===== src/rtl/fifo_read_ctrl.sv =====
// fifo_read_ctrl: pops words from the FIFO storage into a registered valid/ready output,
// pulsing the occupancy counter's count-down input once per word popped.
module fifo_read_ctrl #(
    parameter int DATA_W = 8,
    parameter int PTR_W  = 2
) (
    input  logic              CLK,
    input  logic              FIFOREAD_RST,
    input  logic [PTR_W-1:0]  FIFOREAD_Count,
    input  logic              FIFOREAD_Inhibit,
    input  logic [DATA_W-1:0] FIFOREAD_MemData,
    output logic [PTR_W-1:0]  FIFOREAD_RdAddr,
    output logic              FIFOREAD_PopSignal,
    output logic [DATA_W-1:0] FIFOREAD_Data,
    output logic              FIFOREAD_Valid,
    input  logic              FIFOREAD_Ready
);
    typedef enum logic [1:0] {IDLE = 2'd0, SETTLE = 2'd1, HOLD = 2'd2} state_t;
    state_t state, nextState;
    logic nextValid, doPop, canPop;
    logic [PTR_W-1:0] nextAddr;
    logic [DATA_W-1:0] nextData;
    assign canPop = (FIFOREAD_Count != '0) && !FIFOREAD_Inhibit;
    // SETTLE never pops: the count it sees has not yet absorbed the previous pop.
    always_comb begin
        doPop = 1'b0;
        nextState = state;
        nextValid = FIFOREAD_Valid;
        case (state)
            IDLE: begin
                doPop = canPop;
                nextValid = 1'b0;
            end
            SETTLE: begin
                nextState = FIFOREAD_Ready ? IDLE : HOLD;
                nextValid = !FIFOREAD_Ready;
            end
            HOLD: begin
                doPop = FIFOREAD_Ready && canPop;
                nextState = FIFOREAD_Ready ? IDLE : HOLD;
                nextValid = !FIFOREAD_Ready;
            end
            default: begin
                nextState = IDLE;
                nextValid = 1'b0;
            end
        endcase
        if (doPop) begin
            nextState = SETTLE;
            nextValid = 1'b1;
        end
        nextAddr = doPop ? FIFOREAD_RdAddr + 1'b1 : FIFOREAD_RdAddr;
        nextData = doPop ? FIFOREAD_MemData : FIFOREAD_Data;
    end
    always_ff @(posedge CLK) begin
        if (FIFOREAD_RST) begin
            state <= IDLE;
            FIFOREAD_Valid <= 1'b0;
            FIFOREAD_PopSignal <= 1'b0;
            FIFOREAD_RdAddr <= '0;
            FIFOREAD_Data <= '0;
        end else begin
            state <= nextState;
            FIFOREAD_Valid <= nextValid;
            FIFOREAD_PopSignal <= doPop;
            FIFOREAD_RdAddr <= nextAddr;
            FIFOREAD_Data <= nextData;
        end
    end
endmodule


===== config.mk =====
export PLATFORM = sky130hd
export DESIGN_NAME = fifo_read_ctrl
export DESIGN_NICKNAME = d
export VERILOG_FILES = /design/src/rtl/fifo_read_ctrl.sv
export SDC_FILE = /design/constraint.sdc
export NUM_CORES = 1
export LEC_CHECK = 0
export ABC_AREA = 0
export CORE_MARGIN = 2
export CORE_UTILIZATION = 46
export CTS_BUF_LIST = sky130_fd_sc_hd__clkbuf_8
export DETAILED_ROUTE_END_ITERATION = 7
export GPL_TIMING_DRIVEN = 0
export HOLD_SLACK_MARGIN = 0.08
export PLACE_DENSITY_LB_ADDON = 0.05
export SLEW_MARGIN = 40
export SYNTH_ARGS = -nofsm -noshare
export SYNTH_HDL_FRONTEND = slang
export SYNTH_SLANG_ARGS = --single-unit

===== constraint.sdc =====
create_clock -name CLK -period 3.5 [get_ports CLK]
set_input_delay 0.7 -clock CLK [delete_from_list [all_inputs] [get_ports CLK]]
set_output_delay 0.7 -clock CLK [all_outputs]
set_load 0.1 [all_outputs]

# [After elaboration in Yosys (flattened, before gate mapping)]
# Index checks and enable logic that the tools add are counted.
[totals] regBits=14 latchBits=0 ramBits=0 romBits=0 input_bits=14 output_inout_bits=12 word_cells=24 memories=0
[op_classes] addsub=1 n_mul=0 n_div=0 n_lt_le_gt_ge=0 n_eq_ne=3 shifts=0 muxes=6 n_bitwise=0 n_reduce_logical=8
[op_table] op="$pmux 2 s2" n=1
[op_table] op="$reduce_or 2->1" n=2
[op_table] op="$mux 1" n=3
[op_table] op="$add 2x1->2 const B" n=1
[op_table] op="$eq 2x1->1 const B" n=1
[op_table] op="$eq 2x2->1 const B" n=1
[op_table] op="$logic_and 1x1->1" n=2
[op_table] op="$logic_not 1->1" n=2
[op_table] op="$logic_not 2->1" n=1
[op_table] op="$mux 2" n=1
[op_table] op="$ne 2x2->1 const B" n=1
[op_table] op="$pmux 1 s2" n=1
[op_table] op="$reduce_bool 2->1" n=1

# [Longest topological paths before layout]
# Gate-level depths: netlist (run 1).
[logic_depth] depth_word=5 mapped_depth=6 mapped_depth_nobuf=5

# [Worst setup path after synthesis (run 1)]
# Ideal clock, no wire load.
[synth_path] path_type="register to register" startpoint="register FIFOREAD_RdAddr[0]" endpoint="register FIFOREAD_RdAddr[1]" setup_time_ns=0.121 arrival_time_ns=1.630 t_required_ns=3.379 setup_slack_ns=1.750 stages_incl_launch_ff=3 n_path_buf=0 synth_period_minus_slack_ns=1.750 cell_sequence="dfxtp_1 nor4b_2 mux2_2"
[synth_between] elab_chain_cells=1
[synth_lines] item="start: declaration" line_no="12" text="output logic [PTR_W-1:0] FIFOREAD_RdAddr,"
[synth_lines] item="start signal: assignment" line_no="66" text="FIFOREAD_RdAddr <= nextAddr;"
[synth_lines] item="$add 2x1->2" line_no="52" text="nextAddr = doPop ? FIFOREAD_RdAddr + 1'b1 : FIFOREAD_RdAddr;"
# No other way between the ends.
# A chain may end at the register's enable or synchronous reset.

# [Worst setup path after layout (run 1)]
[layout_path] startpoint="input FIFOREAD_Ready" endpoint="register FIFOREAD_RdAddr[0]"
[layout_between] elab_chain_cells=2
[layout_lines] item="start: declaration" line_no="16" text="input logic FIFOREAD_Ready"
[layout_lines] item="$logic_and 1x1->1" line_no="39" text="doPop = FIFOREAD_Ready && canPop;"
[layout_lines] item="$pmux 1 s2" line_no="29" text="case (state)"
# No other way between the ends.

==> flow_summary.json, run 1 <==
{
  "outcome": "finished, final reports clean",
  "synth_cell_types": 19,
  "max-vdd-ir-drop_mv": 0.262,
  "drive_gt1_frac": 0.261,
  "top_usage_layer": "met2",
  "power_frac_seq": 0.376,
  "antenna_found_initial": 0,
  "io_buffers": 25,
  "whs_ns": 0.454,
  "power.share.switching": 0.339,
  "drt_pass1_iterations": 4,
  "core_um2": 1300,
  "crit_arrival_ns": 1.96,
  "fin_crit_ns": 1.83,
  "route.antenna.remaining_nets": 0,
  "viasPerCell": 4.72,
  "final_util": 0.697,
  "grt_use_met3": 0.0479,
  "grt_pass1_vias": 447,
  "met2_usage": 0.301,
  "slew_headroom": 0.676,
  "min_period_over_period": 0.524,
  "hp-class": "reg -> reg",
  "syn2layout_area_growth_pct": 41.1,
  "place_area_um2": 852,
  "combPwrFrac": 0.296,
  "grt_start_max_net_pins": 11,
  "via_count": 505,
  "syn_area_um2": 643,
  "start_kind": "input pin",
  "required_ns": 3.63,
  "nets": 109,
  "maxCapViolations": 0,
  "hold_buffers": 0,
  "htreeDepth": 1,
  "final_hold_viol_count": 0,
  "wl_um": 1220,
  "synth_cells": 63,
  "drv_slew": 0,
  "critPathMaxStageDelay_ns": 0.49,
  "overflow": 0,
  "numCtsBuffers": 3,
  "path_cells": "clkdlybuf4s50_1 > a21oi_2 > nor3_2 > buf_6 > mux2_4",
  "fin_setup_tns_ns": 0,
  "clock_path_buffers": 2,
  "die_h_um": 41.4,
  "cp-startpoint": "FIFOREAD_Ready",
  "grt_util_all_layers": 0.180,
  "post_drt_wl_per_cell_um": 11.4,
  "yosysWarnings": 0,
  "cts_resized": 0,
  "internal-power_w": 0.000311,
  "rsz0062_at_grt": "no",
  "crit_family": "buffers and inverters",
  "grt_pass1_wl_um": 1900,
  "cp_num_buf_inv": 2,
  "start_util": 0.494,
  "drtIter0Drc": 7,
  "clock-sinks": 14,
  "diodes": 0,
  "rows": 13,
  "powerDensity_nw_per_um2": 519,
  "synth_nets": 79,
  "power_leakage_nw": 0.393,
  "worstMarginPinSlew_ns": 0.490,
  "finalInstanceArea_um2": 907,
  "fp.dieArea_um2": 1710,
  "rr_startpoint": "state[0]",
  "grt.met1_usage": 0.208,
  "clock.fmax_mhz": 546,
  "clock_latency_ns": 0.24,
  "path_max_fanout": 10,
  "p_sw_w": 0.000160,
  "finalPower_w": 0.000471,
  "min-delay-start": "state[0]",
  "setup_viol": 0,
  "tritoncts": "built",
  "fillCellCount": 110,
  "crit_path_end_kind": "register",
  "cts_root_buf": "clkbuf_8",
  "io-pin-count": 26,
  "hpwlAfterDp_um": 939,
  "cts_setup_buffers": 0,
  "ys_ff_latch": 14,
  "die_w_um": 41.4,
  "drc_errors": 0,
  "ys_seq_area_frac": 0.436,
  "avgSynthCellArea_um2": 10.2,
  "gp_congestion": 0.635,
  "clkPwrFrac": 0.328,
  "clk_pin_slew_ns": 0.06,
  "critical_path_class": "in -> reg",
  "skew_ns": 0.000786,
  "crit_path_top_delay_cell": "clkdlybuf4s50_1"
}
synthesized netlist by cell type:
cell type	count	area share
nand2b_1	17	0.17
dfxtp_1	14	0.44
mux2i_1	8	0.12
nor2_1	4	0.023
a21oi_1	2	0.016
ha_1	2	0.039
inv_1	2	0.012
mux2_2	2	0.035
nor2b_1	2	0.019
a21oi_2	1	0.014
buf_2	1	0.0078
buf_6	1	0.018
clkbuf_1	1	0.0058
mux2_4	1	0.023
nand2_1	1	0.0058
nor3_1	1	0.0078
nor3_2	1	0.016
nor4b_2	1	0.023
or3_1	1	0.0097
state kept, by name, indices dropped and copies added, names as in the netlist:
| name | cells |
|---|---|
| FIFOREAD_Data | 8 |
| FIFOREAD_RdAddr | 2 |
| state | 2 |
| FIFOREAD_PopSignal | 1 |
| FIFOREAD_Valid | 1 |
logic make-up after synthesis:
| logic type | after synthesis | synth area share |
|---|---|---|
| compound gates | 3 | 0.0292 |
| fa+ha+maj | 2 | 0.0389 |
| buf+inv | 5 | 0.0428 |
| flops | 14 | 0.436 |
| mux | 11 | 0.183 |
| simple gates | 28 | 0.270 |
power groups by stage:
| stage | logic (W) | clock network [W] | registers (W) |
|---|---|---|---|
| after floorplan | 0.0000354 | 0 | 0.000253 |
| after detailed placement | 0.000140 | 0 | 0.000180 |
| after global routing | 0.000146 | 0.000167 | 0.000178 |
| after global placement | 0.000147 | 0 | 0.000180 |
| final | 0.000140 | 0.000154 | 0.000177 |
| after CTS | 0.000140 | 0.000158 | 0.000177 |
worst min-delay path, cell delays in order, from the launching register on:
cell and delay, ns:
dfxtp_1 0.31, nand2_1 0.05, a21oi_1 0.05
through the flow:
step                      instances  setup slack [ns]
after global placement          103              1.30
final                           107              1.67
after CTS                       107              1.67
after global routing            107              1.63
after detailed placement        103              1.42
after floorplan                  63              1.75
placed cells by master (no fill, tap or decap), drive strengths merged:
cell type	instances
nand2b	17
dfxtp	14
buf	14
clkdlybuf4s50	13
mux2i	8
clkbuf	5
nor2	4
a21oi	3
mux2	3
inv	2
nor2b	2
ha	2
nor3	2
or3	1
nand2	1
nor4b	1
metal layers:
layer / vias to the layer above / part of all wire
met2: 13 / 0.52
met5: - / 0
met1: 224 / 0.43
met3: 0 / 0.050
met4: 0 / 0
li1: 268 / -
worst paths after layout:
check | end | slack, ns | cells after the start
max | FIFOREAD_RdAddr[0] | 1.67 | 5
min | state[0] | 0.45 | 2
max reg2reg | FIFOREAD_RdAddr[0] | 2.04 | 6
min reg2reg | state[0] | 0.45 | 2
layout make-up:
| type | count | area, um2 | area share |
|---|---|---|---|
| plain buffers | 3 | 20.0 | 0.0221 |
| clock buffers | 4 | 55.1 | 0.0607 |
| inverters | 2 | 7.51 | 0.00828 |
| multi-input cells | 44 | 335 | 0.370 |
| flip-flops and latches | 14 | 280 | 0.309 |
| well taps | 15 | 18.8 | 0.0207 |
| repair buffers | 25 | 190 | 0.210 |
No activity file was read; power rests on OpenSTA's default activity.
==> run 2: changes to the inputs <==
CORE_UTILIZATION = 39   (was 46)
clock period = 1.5 ns   (was 3.5 ns; I/O delays follow)
==> run 2 against run 1 <==
  * Clock power is 140% higher
  * Non-clock buffer count is 7 higher
  * Critical path depth increased by 1
  * Flip-flop and latch count is the same
  * Cell area rose by 6.1%
  * Clock-buffer cell count stayed put
  * Sequential power up 130%
  * Setup slack lost 1.6 ns
  * Critical endpoint unchanged
  * Cell count increased by 7.5%
  * Register-to-register slack worse by 2.0 ns
==> flow_summary.json, run 2 (same netlist as run 1, synthesis figures left out) <==
{
  "hp-class": "reg -> reg",
  "crit_path_end_kind": "register",
  "final_common_cell": "nand2b_1",
  "syn2layout_area_growth_pct": 49.6,
  "drt_pass1_iterations": 2,
  "htreeDepth": 1,
  "min_period_over_period": 0.944,
  "drive_gt1_frac": 0.323,
  "start_kind": "register",
  "worstMarginPinSlew_ns": 0.487,
  "cts_resized": 0,
  "fin_crit_ns": 1.42,
  "top_regs": "FIFOREAD_Data (8), FIFOREAD_RdAddr (2), state (2)",
  "cts_root_buf": "clkbuf_8",
  "rows": 14,
  "hpwlAfterDp_um": 862,
  "grt_pass1_vias": 439,
  "maxCapViolations": 0,
  "drc_errors": 0,
  "viasPerCell": 4.52,
  "final_cell_mix": "nand2b_1, dfxtp_1, buf_2, clkdlybuf4s50_1, mux2i_1",
  "required_ns": 1.62,
  "clk_pin_slew_ns": 0.05,
  "numCtsBuffers": 3,
  "top_register": "FIFOREAD_Data",
  "via_count": 520,
  "path_max_fanout": 10,
  "hold_buffers": 0,
  "outcome": "finished, final reports clean",
  "grt_start_max_net_pins": 11,
  "skew_ns": 0.00591,
  "slew_headroom": 0.678,
  "whs_ns": 0.456,
  "powerDensity_nw_per_um2": 1160,
  "drv_slew": 0,
  "drtIter0Drc": 1,
  "largest_reg_flops": 8,
  "finalPower_w": 0.00112,
  "io_buffers": 25,
  "clock-sinks": 14,
  "wl_um": 1160,
  "cts_setup_buffers": 0,
  "io-pin-count": 26,
  "route.antenna.remaining_nets": 0,
  "die_h_um": 44.6,
  "core_um2": 1520,
  "rsz0062_at_grt": "no",
  "nets": 116,
  "clock_latency_ns": 0.24,
  "diodes": 0,
  "max-vdd-ir-drop_mv": 0.650,
  "fin_setup_tns_ns": 0,
  "tritoncts": "built",
  "antenna_found_initial": 0,
  "clock.fmax_mhz": 706,
  "grt_util_all_layers": 0.126,
  "grt_pass1_wl_um": 1800,
  "clock_path_buffers": 2,
  "overflow": 0,
  "start_util": 0.422,
  "final_util": 0.631,
  "post_drt_wl_per_cell_um": 10.1,
  "gp_congestion": 0.772,
  "final_hold_viol_count": 0,
  "die_w_um": 44.6,
  "setup_viol": 0,
  "power_leakage_nw": 0.429,
  "crit_arrival_ns": 1.54,
  "fp.dieArea_um2": 1990,
  "critical_path_class": "reg -> reg"
}
[run 2: changes by cell type in the layout (fill, tap and decap cells not counted)]
cell	before	now
buf_4	0	7
dfxtp_1	14	13
dfxtp_2	0	1
[run 2: layout make-up]
cell class,instances,area [um2]
inverter,2,7.51
tap,16,20.0
fill,137,562
sequential,14,282
timing repair buffer,32,243
clock buffer,4,55.1
buffer,3,20.0
multi-input combinational,44,335
[run 2: per-layer routing]
| metal | up-vias | wire, um | GRT usage |
|---|---|---|---|
| met1 | 232 | 548 | 0.166 |
| met5 | - | 0 | 0 |
| met4 | 0 | 0 | 0.0364 |
| met3 | 0 | 64 | 0.0490 |
| li1 | 275 | - | - |
| met2 | 13 | 544 | 0.191 |
[run 2: worst paths after layout]
check                 from            endpoint  slack (ns)  depth (start not counted)
setup / recovery  state[0]  FIFOREAD_RdAddr[0]        0.08                          6
hold / removal    state[0]            state[0]        0.46                          2
setup reg to reg  state[0]  FIFOREAD_RdAddr[0]        0.08                          6
hold reg to reg   state[0]            state[0]        0.46                          2
[run 2: stage by stage]
stage / worst slack [ns] / cells / instance area (um2)
finish: 0.0844 / 115 / 962
global route: 0.0183 / 115 / 962
CTS: 0.0410 / 108 / 910
detailed placement: -0.162 / 104 / 855
global placement: -0.271 / 104 / 915
floorplan: 0.0725 / 63 / 644
[run 2: worst max-delay path, stage by stage (launching register included)]
cell     delay (ns)
dfxtp_1        0.32
inv_1          0.06
ha_1           0.24
a21oi_2        0.19
nor3_2         0.07
buf_6          0.14
mux2_4         0.29
[run 2: power breakdown]
group | internal [W] | switching (W) | total, W
Sequential | 0.000400 | 0.0000131 | 0.000413
Clock | 0.000232 | 0.000130 | 0.000362
Combinational | 0.000114 | 0.000232 | 0.000346
